`config.mk`:
```
export PLATFORM = sky130hd
export DESIGN_NAME = cdb_arbiter
export DESIGN_NICKNAME = d
export VERILOG_FILES = /design/src/rtl/cdb_arbiter.sv
export SDC_FILE = /design/constraint.sdc
export NUM_CORES = 1
export LEC_CHECK = 0
export BUFFER_PORTS_ARGS = -buffer_cell sky130_fd_sc_hd__clkbuf_2
export CAP_MARGIN = 10
export CORE_AREA = 5 5 209 211
export DETAILED_ROUTE_END_ITERATION = 10
export DIE_AREA = 0 0 214 216
export GPL_ROUTABILITY_DRIVEN = 0
export PLACE_DENSITY = 0.75
export SLEW_MARGIN = 10
export SYNTH_ARGS = -nofsm -noshare
export SYNTH_HDL_FRONTEND = slang
export SYNTH_SLANG_ARGS = --single-unit
```
`constraint.sdc`:
```
create_clock -name clk -period 6.94 [get_ports clk]
set_clock_uncertainty 0.15 [all_clocks]
set_input_delay 1.735 -clock clk [delete_from_list [all_inputs] [get_ports clk]]
set_output_delay 1.735 -clock clk [all_outputs]
set_load 0.005 [all_outputs]
```
`src/rtl/cdb_arbiter.sv`:
```
// -----------------------------------------------------------------------------
// cdb_arbiter
//   Shares the single common data bus (CDB) between the ALU and the LSB.
//   Each producer feeds a small FIFO. A round-robin arbiter moves one FIFO head
//   per cycle onto a registered broadcast bus, which the ROB, RS and LSB consume.
//   Producers see valid/ready backpressure. rst and flush clear all state.
//
// Configuration macro:
//   CDB_BYPASS_EN - a source with an empty FIFO and a valid input competes with
//                   its live input. If that input wins, it goes straight onto the
//                   bus without a FIFO write, so an idle bus has 1-cycle latency.
//                   When the macro is undefined, every entry passes through a
//                   FIFO and latency is 2 cycles.
//
// Ports:
//   clk, rst              clock; synchronous active-high reset
//   rdy_i                 global enable; while low, all state holds
//   flush_i               ROB wrong-commit; same effect as rst
//   alu_*_i / alu_ready_o ALU result offer (res, rob_id, jump_choice, pc)
//   lsb_*_i / lsb_ready_o LSB result offer (res, rob_id)
//   cdb_*_o               registered broadcast (valid, src 0=ALU/1=LSB, res,
//                         rob_id, jump_choice, pc; jump_choice/pc are 0 for LSB)
// -----------------------------------------------------------------------------
module cdb_arbiter #(
  parameter int FIFO_DEPTH = 4,
  parameter int DATA_W     = 32,
  parameter int ROB_ID_W   = 5
) (
  input  logic                clk,
  input  logic                rst,
  input  logic                rdy_i,
  input  logic                flush_i,
  input  logic                alu_valid_i,
  input  logic [DATA_W-1:0]   alu_res_i,
  input  logic [ROB_ID_W-1:0] alu_rob_id_i,
  input  logic                alu_jump_choice_i,
  input  logic [DATA_W-1:0]   alu_pc_i,
  output logic                alu_ready_o,
  input  logic                lsb_valid_i,
  input  logic [DATA_W-1:0]   lsb_res_i,
  input  logic [ROB_ID_W-1:0] lsb_rob_id_i,
  output logic                lsb_ready_o,
  output logic                cdb_valid_o,
  output logic                cdb_src_o,
  output logic [DATA_W-1:0]   cdb_res_o,
  output logic [ROB_ID_W-1:0] cdb_rob_id_o,
  output logic                cdb_jump_choice_o,
  output logic [DATA_W-1:0]   cdb_pc_o
);

  localparam int              PTR_W    = $clog2(FIFO_DEPTH);
  localparam logic [PTR_W:0]  FULL_CNT = (PTR_W+1)'(FIFO_DEPTH);

  typedef struct packed {
    logic [DATA_W-1:0]   res;
    logic [ROB_ID_W-1:0] rob_id;
    logic                jump_choice;
    logic [DATA_W-1:0]   pc;
  } entry_t;

  typedef enum logic {SRC_ALU = 1'b0, SRC_LSB = 1'b1} src_e;

  entry_t alu_mem_q [FIFO_DEPTH];
  entry_t lsb_mem_q [FIFO_DEPTH];

  logic [PTR_W-1:0] alu_wptr_q, alu_rptr_q, lsb_wptr_q, lsb_rptr_q;
  logic [PTR_W:0]   alu_cnt_q, alu_cnt_d, lsb_cnt_q, lsb_cnt_d;
  src_e             last_grant_q, last_grant_d;
  src_e             cdb_src_q, cdb_src_d;
  logic             cdb_valid_q, cdb_valid_d;
  entry_t           cdb_q, cdb_d;

  entry_t alu_in, lsb_in, alu_head, lsb_head;
  logic   alu_live, lsb_live, alu_cand, lsb_cand;
  logic   grant_alu, grant_lsb;
  logic   alu_push, lsb_push, alu_pop, lsb_pop;

  // NOTE: every signal written here gets a default first, so no path can leave
  // a value unassigned and infer a latch.
  always_comb begin
    alu_in             = '0;
    alu_in.res         = alu_res_i;
    alu_in.rob_id      = alu_rob_id_i;
    alu_in.jump_choice = alu_jump_choice_i;
    alu_in.pc          = alu_pc_i;
    // LSB entries carry no branch information on the bus.
    lsb_in             = '0;
    lsb_in.res         = lsb_res_i;
    lsb_in.rob_id      = lsb_rob_id_i;

    alu_ready_o = rdy_i && (alu_cnt_q < FULL_CNT);
    lsb_ready_o = rdy_i && (lsb_cnt_q < FULL_CNT);

`ifdef CDB_BYPASS_EN
    // Live input competes only when nothing older is queued, so order is kept.
    alu_live = rdy_i && alu_valid_i && (alu_cnt_q == '0);
    lsb_live = rdy_i && lsb_valid_i && (lsb_cnt_q == '0);
`else
    alu_live = 1'b0;
    lsb_live = 1'b0;
`endif

    alu_head = (alu_cnt_q != '0) ? alu_mem_q[alu_rptr_q] : alu_in;
    lsb_head = (lsb_cnt_q != '0) ? lsb_mem_q[lsb_rptr_q] : lsb_in;

    alu_cand = rdy_i && ((alu_cnt_q != '0) || alu_live);
    lsb_cand = rdy_i && ((lsb_cnt_q != '0) || lsb_live);

    // Round robin: when both compete, the source not granted last time wins.
    grant_lsb = lsb_cand && (!alu_cand || (last_grant_q == SRC_ALU));
    grant_alu = alu_cand && !grant_lsb;

    alu_pop  = grant_alu && !alu_live;
    lsb_pop  = grant_lsb && !lsb_live;
    alu_push = alu_valid_i && alu_ready_o && !(grant_alu && alu_live);
    lsb_push = lsb_valid_i && lsb_ready_o && !(grant_lsb && lsb_live);

    alu_cnt_d = alu_cnt_q + (PTR_W+1)'(alu_push) - (PTR_W+1)'(alu_pop);
    lsb_cnt_d = lsb_cnt_q + (PTR_W+1)'(lsb_push) - (PTR_W+1)'(lsb_pop);

    last_grant_d = last_grant_q;
    cdb_src_d    = cdb_src_q;
    cdb_valid_d  = cdb_valid_q;
    cdb_d        = cdb_q;
    if (grant_lsb) begin
      cdb_d        = lsb_head;
      cdb_src_d    = SRC_LSB;
      cdb_valid_d  = 1'b1;
      last_grant_d = SRC_LSB;
    end else if (grant_alu) begin
      cdb_d        = alu_head;
      cdb_src_d    = SRC_ALU;
      cdb_valid_d  = 1'b1;
      last_grant_d = SRC_ALU;
    end else if (rdy_i) begin
      // Idle cycle: drop valid, keep the payload stable.
      cdb_valid_d  = 1'b0;
    end
  end

  // NOTE: sequential state uses non-blocking assignments only, so every
  // register samples the pre-edge values computed above.
  always_ff @(posedge clk) begin
    if (rst || flush_i) begin
      alu_wptr_q   <= '0;
      alu_rptr_q   <= '0;
      alu_cnt_q    <= '0;
      lsb_wptr_q   <= '0;
      lsb_rptr_q   <= '0;
      lsb_cnt_q    <= '0;
      last_grant_q <= SRC_LSB;
      cdb_src_q    <= SRC_ALU;
      cdb_valid_q  <= 1'b0;
      cdb_q        <= '0;
    end else begin
      // When rdy_i is low, no push, pop or grant happens, so all _d equal _q.
      alu_wptr_q   <= alu_wptr_q + PTR_W'(alu_push);
      alu_rptr_q   <= alu_rptr_q + PTR_W'(alu_pop);
      alu_cnt_q    <= alu_cnt_d;
      lsb_wptr_q   <= lsb_wptr_q + PTR_W'(lsb_push);
      lsb_rptr_q   <= lsb_rptr_q + PTR_W'(lsb_pop);
      lsb_cnt_q    <= lsb_cnt_d;
      last_grant_q <= last_grant_d;
      cdb_src_q    <= cdb_src_d;
      cdb_valid_q  <= cdb_valid_d;
      cdb_q        <= cdb_d;
    end
  end

  // NOTE: FIFO storage is not reset. The cleared pointers and counts make any
  // stale contents unreachable.
  always_ff @(posedge clk) begin
    if (alu_push) alu_mem_q[alu_wptr_q] <= alu_in;
    if (lsb_push) lsb_mem_q[lsb_wptr_q] <= lsb_in;
  end

  assign cdb_valid_o       = cdb_valid_q;
  assign cdb_src_o         = cdb_src_q;
  assign cdb_res_o         = cdb_q.res;
  assign cdb_rob_id_o      = cdb_q.rob_id;
  assign cdb_jump_choice_o = cdb_q.jump_choice;
  assign cdb_pc_o          = cdb_q.pc;

endmodule
```
==> summary.txt, run 1 <==
Run status
  – Status: completed

Layout
  – Layout cells sized above 1: 34.7%
  – Commonest non-fill, non-tap cell in the layout: edfxtp_1
  – Nets: 1237
  – Commonest non-fill, non-tap cells in the layout: edfxtp_1, clkbuf_2, mux4_2
  – Multi-input logic area: 3940 um^2
  – Seq. cell area: 14600 um^2
  – Area grow syn2layout: 16.8%
  – Fill count: 3183

Synth
  – Syn Inst Count: 923
  – Asr flop ratio synth: 0%
  – Synth top area cells: edfxtp_1, mux4_2, dfxtp_1
  – Syn_nets: 1043
  – Post-Synth Simple-Gate Area: 2.42%
  – Adder-cell share of the synthesized area: 0.546%
  – Seq cells post-synth: 515
  – Cell variety after synth: 33
  – Post-synth EDFFs: 428
  – Synthesized area per cell: 20.4 um^2
  – Synth Flop Type: edfxtp_1
  – Largest family of logic cells by synthesized area: multiplexers
  – Compound-Gate Fraction of Synth Area: 4.36%
  – Mapped Area: 18800 um^2
  – Post-synthesis mux area share: 12.8%
  – Yosys warns: 0
  – Largest area contributor in the netlist: edfxtp_1
  – Top cell type's share of synthesized area: 68.3%
  – XOR/XNOR share of the synthesized area: 0.466%
  – Register area share after synthesis: 77.6%

Place
  – Pre-CTS WS: 2360 ps
  – Placed wire-length estimate: 24.3 mm
  – Buffers added on ports: 186

CTS
  – CTS buffer count: 49
  – CTS root buffer: clkbuf_16
  – CTS Hold Bufs: 0
  – Sink Count: 515
  – H-tree depth reported by CTS: 2
  – Clock transition at path regs: 60 ps
  – Setup Buffers After CTS: 0
  – Post-cts resize count: 0
  – CTS tree: yes
  – Maximum root-to-sink buffer count: 3
  – Clock Latency Late Sink: 550 ps

Power and ir drop
  – Pleak: 7.18 nW
  – Clock power frac: 42.7%
  – Flop pwr share: 52.9%
  – Internal: 5.18 mW
  – Switching share of power: 20.1%
  – IR Drop Worst-Case VDD: 0.232 mV
  – Pwr dens: 295 nW/um^2
  – Psw: 1.30 mW
  – Gate power share: 4.3%

GRT
  – First-pass GRT wire length: 62.0 mm
  – Antenna violations before repair: 8
  – Largest net degree at the start of global routing: 82
  – Tot GR Track Use: 17.6%
  – Vias in the first global route: 10000
  – Total gr overflow: 0

Worst hold path
  – Hold Path Class: reg2reg

STA
  – Unrepaired setup endpoints after global routing: no
  – Worst setup margin: 2760 ps
  – Pins over their slew limit: 0
  – Max Freq: 239 MHz
  – Slew HR: 18.2%
  – Final Hold Viols: 0
  – TNS Setup: 0 ps
  – Period minus WS final: 4180 ps
  – Final Cycle Share: 60.2%
  – Final setup viols: 0
  – Worst-margin pin slew: 1230 ps

Worst setup path
  – CP Max Fanout: 6
  – CP Data Arrival Time: 2290 ps
  – CP endpoint kind: output port
  – Req. time, crit path: 5060 ps
  – Setup CP Type: in2out
  – Worst setup SP type: primary input

Floorplanning
  – Initial core utilization: 45.2%
  – Die width: 214 um
  – I/O pins: 187
  – Total die area: 46200 um^2
  – Core ar.: 41600 um^2
  – Site row count: 75
  – DIE HEIGHT: 216 um

Routing
  – Post-route DRC violation count: 0
  – Vias: 9421
  – Post-route ant nets: 0
  – DRT Wirelength: 41.0 mm
  – WL/cell: 24.1 um
  – DRT Pass-1 Iters: 5
  – Initial DRC count: 676
  – Vias per inst: 5.54

Run
  – Maxcap violations: 0
synthesized netlist by cell type (2+ instances only):
cell type / n
buf_4: 12
ha_1: 5
nor3_1: 3
o21a_1: 2
and2_1: 5
clkbuf_1: 17
buf_6: 6
nand2_1: 44
edfxtp_1: 428
inv_1: 6
mux4_2: 107
fa_1: 2
dfxtp_1: 87
a22oi_2: 3
and3_1: 2
xnor2_1: 9
buf_2: 18
nor2b_1: 3
a22oi_1: 67
nor2_1: 46
a21oi_1: 39
power by group through the flow:
| stage | Sequential, mW | Combinational (mW) | Clock [mW] |
|---|---|---|---|
| floorplan | 3.49 | 0.171 | 0 |
| global placement | 3.49 | 0.274 | 0 |
| detailed placement | 3.50 | 0.284 | 0 |
| CTS | 3.43 | 0.286 | 2.82 |
| global route | 3.44 | 0.306 | 2.96 |
| finish | 3.43 | 0.281 | 2.77 |
registers in the layout (all words and copies together) (netlist names):
name               flops
alu_cnt_q              3
alu_mem_q            280
alu_rptr_q             2
alu_wptr_q             2
cdb_jump_choice_o      1
cdb_pc_o              32
cdb_res_o             32
cdb_rob_id_o           5
cdb_src_o              1
cdb_valid_o            1
last_grant_q           1
lsb_cnt_q              3
lsb_mem_q            148
lsb_rptr_q             2
lsb_wptr_q             2
critical path: stages:
cell and delay, ps:
clkbuf_2 190, nor2b_1 230, clkbuf_2 150
per-stage QoR:
stage	hold WS (ps)	utilization (%)	instance area [um^2]	power (mW)	cells
floorplan	298	-	18800	3.66	923
CTS	302	52.8	22000	6.54	1696
detailed placement	294	48.7	20300	3.78	1605
finish	299	52.9	22000	6.48	1702
global route	316	52.8	22000	6.70	1700
global placement	289	48.7	20300	3.77	1605
routing by layer:
layer	part of all wire [%]	global-route usage, %
met5	0.051	0
met4	2.0	5.02
met3	7.1	3.71
met2	51	29.7
met1	40	23.5
cell type report:
| type | instances | area share (%) |
|---|---|---|
| clock inverter | 22 | 1.23 |
| timing repair buffer | 196 | 4.58 |
| sequential | 515 | 66.5 |
| clock buffer | 69 | 6.53 |
| tap | 539 | 3.07 |
| inverter | 6 | 0.102 |
| multi-input combinational | 349 | 17.9 |
| antenna | 6 | 0.0683 |
kinds of logic after synthesis:
| kind of cell | after synthesis |
|---|---|
| XOR/XNOR | 10 |
| flip-flops | 515 |
| buffers and inverters | 59 |
| AO/OA/AOI/OAI | 117 |
| AND/OR/NAND/NOR | 108 |
| multiplexers | 107 |
| adder cells (fa/ha/maj) | 7 |
final timing paths:
kind	startpoint	to	slack (ps)	cells past startpoint
worst max-delay path	rdy_i	alu_ready_o	2760	3
worst min-delay path	cdb_res_o[24]	cdb_res_o[24]	300	2
worst max register to register	alu_cnt_q[2]	lsb_cnt_q[2]	3830	11
worst min register to register	cdb_res_o[24]	cdb_res_o[24]	300	2
Note: power is estimated with default switching activity, not from simulation.
==> inputs of run 2 (changes only) <==
==> constraint.sdc (replaced) <==
create_clock -name clk -period 3.47 [get_ports clk]
set_clock_uncertainty 0.15 [all_clocks]
set_input_delay 0.8675 -clock clk [delete_from_list [all_inputs] [get_ports clk]]
set_output_delay 0.8675 -clock clk [all_outputs]
set_load 0.005 [all_outputs]
==> summary.txt, run 2 (same netlist as run 1, synthesis figures left out) <==
Run status
  – Status: completed

STA
  – Final setup viols: 0 (unchanged)
  – Final Cycle Share: 71.5%
  – Period minus WS final: 2480 ps
  – Worst-margin pin slew: 853 ps (-375 ps)
  – Worst setup margin: 988 ps (-1770 ps)
  – Unrepaired setup endpoints after global routing: no
  – TNS Setup: 0 ps (unchanged)
  – Pins over their slew limit: 0 (unchanged)
  – Final Hold Viols: 0 (unchanged)
  – Slew HR: 43.1% (+25 points)
  – Max Freq: 403 MHz

Layout
  – Commonest non-fill, non-tap cells in the layout: edfxtp_1, clkbuf_2, mux4_2
  – Regs by FF count: alu_mem_q: 280 flops, lsb_mem_q: 148 flops
  – Commonest non-fill, non-tap cell in the layout: edfxtp_1
  – Nets: 1255 (+1.5%)
  – Most flops, register: alu_mem_q
  – Fin area: 22400 um^2 (+2.0%)
  – Max FFs per register: 280 (unchanged)
  – Layout cells sized above 1: 35.7% (+1.0 points)
  – Area grow syn2layout: 19.2%

Worst setup path
  – Worst reg2reg path depth: 10 (-1)
  – CP endpoint kind: flip-flop
  – Worst setup SP type: flip-flop
  – Crit Reg-Reg Startpoint: alu_cnt_q[2]
  – R2R setup slack: 990 ps (-2840 ps)
  – Worst setup endpoint: lsb_cnt_q[2]
  – Crit. Startpoint: alu_cnt_q[2]
  – R2r endpoint: lsb_cnt_q[2]
  – Req. time, crit path: 3740 ps (-1320 ps)
  – CP Data Arrival Time: 2750 ps (+460 ps)
  – Setup CP Type: reg2reg
  – CP Max Fanout: 4 (-2)

Power and ir drop
  – Pwr Total: 13.4 mW (+110%)
  – Pwr dens: 598 nW/um^2 (+100%)
  – IR Drop Worst-Case VDD: 0.414 mV (+78%)
  – Pleak: 7.38 nW (+2.7%)

CTS
  – CTS buffer count: 52 (+6.1%)
  – Sink Count: 515 (unchanged)
  – Clock Latency Late Sink: 590 ps (+40 ps)
  – Setup Buffers After CTS: 0 (unchanged)
  – Post-cts resize count: 0 (unchanged)
  – Maximum root-to-sink buffer count: 3 (unchanged)
  – CTS root buffer: clkbuf_16
  – CTS Hold Bufs: 0 (unchanged)
  – H-tree depth reported by CTS: 2 (unchanged)
  – Clock transition at path regs: 60 ps (about the same)
  – CTS tree: yes

GRT
  – Antenna violations before repair: 4 (-4)
  – Vias in the first global route: 10200 (+1.8%)
  – Tot GR Track Use: 17.5% (-0.057 points)
  – Total gr overflow: 0 (unchanged)
  – Largest net degree at the start of global routing: 57 (-30%)
  – First-pass GRT wire length: 61.9 mm (-0.11%)

Floorplanning
  – I/O pins: 187 (unchanged)
  – Total die area: 46200 um^2 (unchanged)
  – DIE HEIGHT: 216 um (unchanged)
  – Die width: 214 um (unchanged)
  – Initial core utilization: 45.2% (unchanged)
  – Site row count: 75 (unchanged)
  – Core ar.: 41600 um^2 (unchanged)

Routing
  – Post-route ant nets: 0 (unchanged)
  – Vias: 9505 (+0.89%)
  – DRT Pass-1 Iters: 5 (unchanged)
  – Post-route DRC violation count: 0 (unchanged)
  – Vias per inst: 5.53 (-0.11%)
  – Initial DRC count: 783 (+16%)
  – WL/cell: 23.4 um (-2.8%)
  – DRT Wirelength: 40.2 mm (-1.9%)

Place
  – Placed wire-length estimate: 23.6 mm (-3.0%)
  – Pre-CTS WS: 421 ps (-1940 ps)
  – Buffers added on ports: 186 (unchanged)
  – Post-DP Area: 20600 um^2 (+1.5%)

Worst hold path
  – Hold Path Cell Cnt: 2 (unchanged)
  – Hold Path Class: reg2reg

Run
  – Maxcap violations: 0 (unchanged)
-- run 2: per-layer routing --
layer	track usage (%)	up-vias	wire [um]
met1	23.8	4938	16600
met2	28.8	326	19900
li1	-	4178	-
met4	4.87	6	754
met5	0	-	60
met3	4.13	57	2840
-- run 2: layout make-up --
cell class	instances	area, um^2
inverters	6	22.5
repair buffers	211	1310
multi-input cells	349	3960
clock buffers	72	1460
clock inverters	26	392
flip-flops and latches	515	14600
well taps	539	674
fillers	3226	19200
diodes	1	2.50
-- run 2: where the power goes --
group / total, mW / internal [mW] / switching (mW)
clock network: 5.95 / 3.68 / 2.27
registers: 6.86 / 6.81 / 0.0537
logic: 0.596 / 0.252 / 0.344
-- run 2: per-stage QoR --
stage / hold slack (ps) / utilization, % / instances
CTS: 303 / 53.9 / 1718
detailed placement: 298 / 49.5 / 1620
global route: 322 / 53.9 / 1719
floorplan: 298 / - / 923
global placement: 288 / 49.5 / 1620
finish: 300 / 53.9 / 1719
-- run 2: worst min-delay path by stage --
stage	startpoint	to
3_3_place_gp	cdb_res_o[29]	cdb_res_o[29]
2_1_floorplan	cdb_res_o[0]	cdb_res_o[0]
5_1_grt	alu_rob_id_i[1]	alu_mem_q[2][34]
3_5_place_dp	cdb_res_o[21]	cdb_res_o[21]
6_report	cdb_res_o[21]	cdb_res_o[21]
4_1_cts	alu_pc_i[5]	alu_mem_q[2][5]
-- run 2: worst max-delay path: stages, from the launching register on --
cell     delay [ps]
dfxtp_1         350
or3_4           430
a21oi_4         160
ha_1            240
inv_1            50
ha_1            130
inv_1            50
fa_1            390
xor2_1          170
xnor2_1         130
nor2_1           50
==> inputs of run 3 (changes only) <==
--- a/config.mk
+++ b/config.mk
@@ -5,13 +5,14 @@
 export SDC_FILE = /design/constraint.sdc
 export NUM_CORES = 1
 export LEC_CHECK = 0
+export ABC_AREA = 1
 export BUFFER_PORTS_ARGS = -buffer_cell sky130_fd_sc_hd__clkbuf_2
 export CAP_MARGIN = 10
-export CORE_AREA = 5 5 209 211
+export CORE_AREA = 5 5 217 219
 export DETAILED_ROUTE_END_ITERATION = 10
-export DIE_AREA = 0 0 214 216
+export DIE_AREA = 0 0 222 224
 export GPL_ROUTABILITY_DRIVEN = 0
-export PLACE_DENSITY = 0.75
+export PLACE_DENSITY = 0.73
 export SLEW_MARGIN = 10
 export SYNTH_ARGS = -nofsm -noshare
 export SYNTH_HDL_FRONTEND = slang
==> constraint.sdc (replaced) <==
create_clock -name clk -period 2.5 [get_ports clk]
set_clock_uncertainty 0.15 [all_clocks]
set_input_delay 0.625 -clock clk [delete_from_list [all_inputs] [get_ports clk]]
set_output_delay 0.625 -clock clk [all_outputs]
set_load 0.005 [all_outputs]
==> summary.txt, run 3 <==
Worst setup path
  – Crit. Startpoint: alu_cnt_q[2]
  – Crit Reg-Reg Startpoint: alu_cnt_q[2]
  – Levels on crit path: 13 (+3)
  – Worst setup endpoint: lsb_cnt_q[2]
  – CP Data Arrival Time: 2660 ps (-90 ps)
  – CP Max Fanout: 3 (-1)
  – CP endpoint kind: flip-flop
  – R2r endpoint: lsb_cnt_q[2]
  – Req. time, crit path: 2850 ps (-890 ps)
  – Cells along the critical path: nor2_2, nand2_2, nand2_1, nand2_4, inv_2, ha_1, inv_1, ha_1, inv_1, fa_1, xor2_1, buf_4, a21oi_1
  – Crit-path max cell delay: 410 ps (-20 ps)
  – Slowest-stage cell, CP: dfxtp_1
  – Critical path's top delay family: adder cells
  – R2R setup slack: 190 ps (-800 ps)
  – Worst setup SP type: flip-flop
  – Setup CP Type: reg2reg
  – Worst reg2reg path depth: 13 (+3)
  – CP bufs+invs: 4 (+2)

Routing
  – Vias per inst: 5.13 (-7.2%)
  – Vias: 13600 (+43%)
  – DRT Pass-1 Iters: 5 (unchanged)
  – WL/cell: 17.9 um (-24%)
  – Initial DRC count: 1263 (+61%)
  – Post-route ant nets: 0 (unchanged)
  – DRT Wirelength: 47.4 mm (+18%)
  – Post-route DRC violation count: 0 (unchanged)

Power and ir drop
  – Pleak: 8.99 nW (+22%)
  – Flop pwr share: 53.0% (+1.8 points)
  – Pwr dens: 746 nW/um^2 (+25%)
  – Clock power frac: 41.8% (-2.6 points)
  – Psw: 3.84 mW (+44%)
  – IR Drop Worst-Case VDD: 0.501 mV (+21%)
  – Pwr Total: 17.9 mW (+34%)
  – Internal: 14.1 mW (+31%)
  – Gate power share: 5.2% (+0.8 points)
  – Switching share of power: 21.4% (+1.6 points)

CTS
  – Sink Count: 515 (unchanged)
  – CTS tree: yes
  – H-tree depth reported by CTS: 2 (unchanged)
  – Clock Latency Late Sink: 590 ps (about the same)
  – CTS root buffer: clkbuf_16
  – Maximum root-to-sink buffer count: 3 (unchanged)
  – Clock transition at path regs: 60 ps (about the same)
  – CTS buffer count: 50 (-3.8%)
  – Setup Buffers After CTS: 0 (unchanged)

Synth
  – Commonest cells in the netlist: nand2_1, edfxtp_1, nand3_1
  – Synthesized area per cell: 11.2 um^2 (-45%)
  – Syn_nets: 1941 (+86%)
  – Count leader, synth: nand2_1
  – Yosys warns: 0 (unchanged)
  – Cell variety after synth: 27 (-18%)
  – Top cell type's share of synthesized area: 62.8% (-5.5 points)
  – Largest area contributor in the netlist: edfxtp_1
  – Synth Flop Type: edfxtp_1
  – Syn Inst Count: 1821 (+97%)
  – Register area share after synthesis: 71.3% (-6.3 points)
  – Seq cells post-synth: 515 (unchanged)
  – Asr flop ratio synth: 0% (unchanged)
  – Synth top area cells: edfxtp_1, nand2_1, dfxtp_1
  – Post-synth EDFFs: 428 (unchanged)
  – Mapped Area: 20500 um^2 (+8.8%)

Run
  – Maxcap violations: 0 (unchanged)

Layout
  – Commonest non-fill, non-tap cell in the layout: nand2_1
  – Area grow syn2layout: 17.4%
  – Commonest non-fill, non-tap cells in the layout: nand2_1, edfxtp_1, nand3_1
  – Final cell count without fillers: 2646 (+54%)
  – Layout cells sized above 1: 16.9% (-19 points)
  – Fill count: 3754 (+16%)
  – Regs by FF count: alu_mem_q: 280 flops, lsb_mem_q: 148 flops
  – Nets: 2124 (+69%)
  – Most flops, register: alu_mem_q
  – Fin area: 24000 um^2 (+7.1%)
  – Max FFs per register: 280 (unchanged)

STA
  – Slew HR: 41.9% (-1.3 points)
  – Max Freq: 433 MHz (+7.6%)
  – Final Cycle Share: 92.3% (+21 points)
  – Period minus WS final: 2310 ps (-174 ps)
  – Worst-margin pin slew: 872 ps (+19.0 ps)
  – Unrepaired setup endpoints after global routing: no
  – Final Hold Viols: 0 (unchanged)
  – Final setup viols: 0 (unchanged)
  – Pins over their slew limit: 0 (unchanged)

GRT
  – Total gr overflow: 0 (unchanged)
  – Largest net degree at the start of global routing: 123 (+120%)
  – First-pass GRT wire length: 73.8 mm (+19%)
  – Antenna violations before repair: 13 (+9)
  – Tot GR Track Use: 18.7% (+1.1 points)
  – Vias in the first global route: 13200 (+29%)

Floorplanning
  – I/O pins: 187 (unchanged)
  – Total die area: 49700 um^2 (+7.6%)
  – Initial core utilization: 45.6% (+0.34 points)
  – DIE HEIGHT: 224 um (+3.7%)
  – Die width: 222 um (+3.7%)
  – Core ar.: 44900 um^2 (+8.0%)
  – Site row count: 78 (+4.0%)

Run status
  – Status: completed

Worst hold path
  – Hold Path Class: in2reg

Place
  – Placed wire-length estimate: 29.1 mm (+23%)
  – Post-DP Area: 22400 um^2 (+8.7%)
  – Placed instance count: 2552 (+58%)
  – Buffers added on ports: 186 (unchanged)
## run 3: timing repair
item,4_1_cts,5_1_grt
hold buffers,0,0
gates resized for setup,0,2
endpoints found under the setup margin,0,1
hold endpoints to repair,0,0
## run 3: worst min path at each step
stage / endpoint / cells past startpoint / start / slack (ps)
4_1_cts: lsb_mem_q[2][23] / 1 / lsb_res_i[18] / 60
2_1_floorplan: last_grant_q / 2 / last_grant_q / 290
3_3_place_gp: last_grant_q / 2 / last_grant_q / 310
5_1_grt: lsb_mem_q[2][23] / 1 / lsb_res_i[18] / 70
6_report: lsb_mem_q[1][24] / 1 / lsb_res_i[19] / 100
3_5_place_dp: lsb_cnt_q[2] / 1 / lsb_cnt_q[2] / 330
## run 3: area by class of cell
class,count,area (um^2),share of cell area (%)
diodes,5,12.5,0.0521
clock buffers,61,1320,5.51
clock inverters,28,322,1.34
inverters,96,377,1.57
multi-input cells,1103,4980,20.7
flip-flops and latches,515,14600,60.8
well taps,600,751,3.13
repair buffers,238,1650,6.86
## run 3: cell families after synthesis
kind of cell               after synthesis  share of synthesized area (%)
DFF                                    515                           71.3
AOI/OAI and AO/OA                      148                           3.63
adders and majority gates                7                          0.501
buffers and inverters                  203                           4.91
xor gates and xnor gates                 4                          0.171
and+or+nand+nor                        944                           19.5
## run 3: per-stage QoR
step	setup slack [ps]	setup TNS, ps	util, %	hold slack, ps
detailed placement	-200	-458	49.8	327
finish	192	0	53.5	95.1
floorplan	-664	-179440	-	292
global placement	-186	-297	49.8	312
CTS	176	0	53.4	61.5
global route	3.06	0	53.5	74.7
## run 3: power groups by stage
stage	Sequential [mW]	Combinational (mW)	Clock (mW)
global route	9.50	1.04	8.01
detailed placement	9.67	0.937	0
floorplan	9.67	0.515	0
finish	9.49	0.939	7.48
global placement	9.67	0.909	0
CTS	9.49	0.943	7.63
## run 3: layer usage
metal	share of wire (%)	wire, um	global-route usage, %	vias to the layer above
met4	2.6	1250	6.64	14
met3	7.3	3470	4.56	90
li1	-	-	-	6568
met5	0.19	92	0	-
met1	42	20100	25.3	6482
met2	48	22500	29.8	430
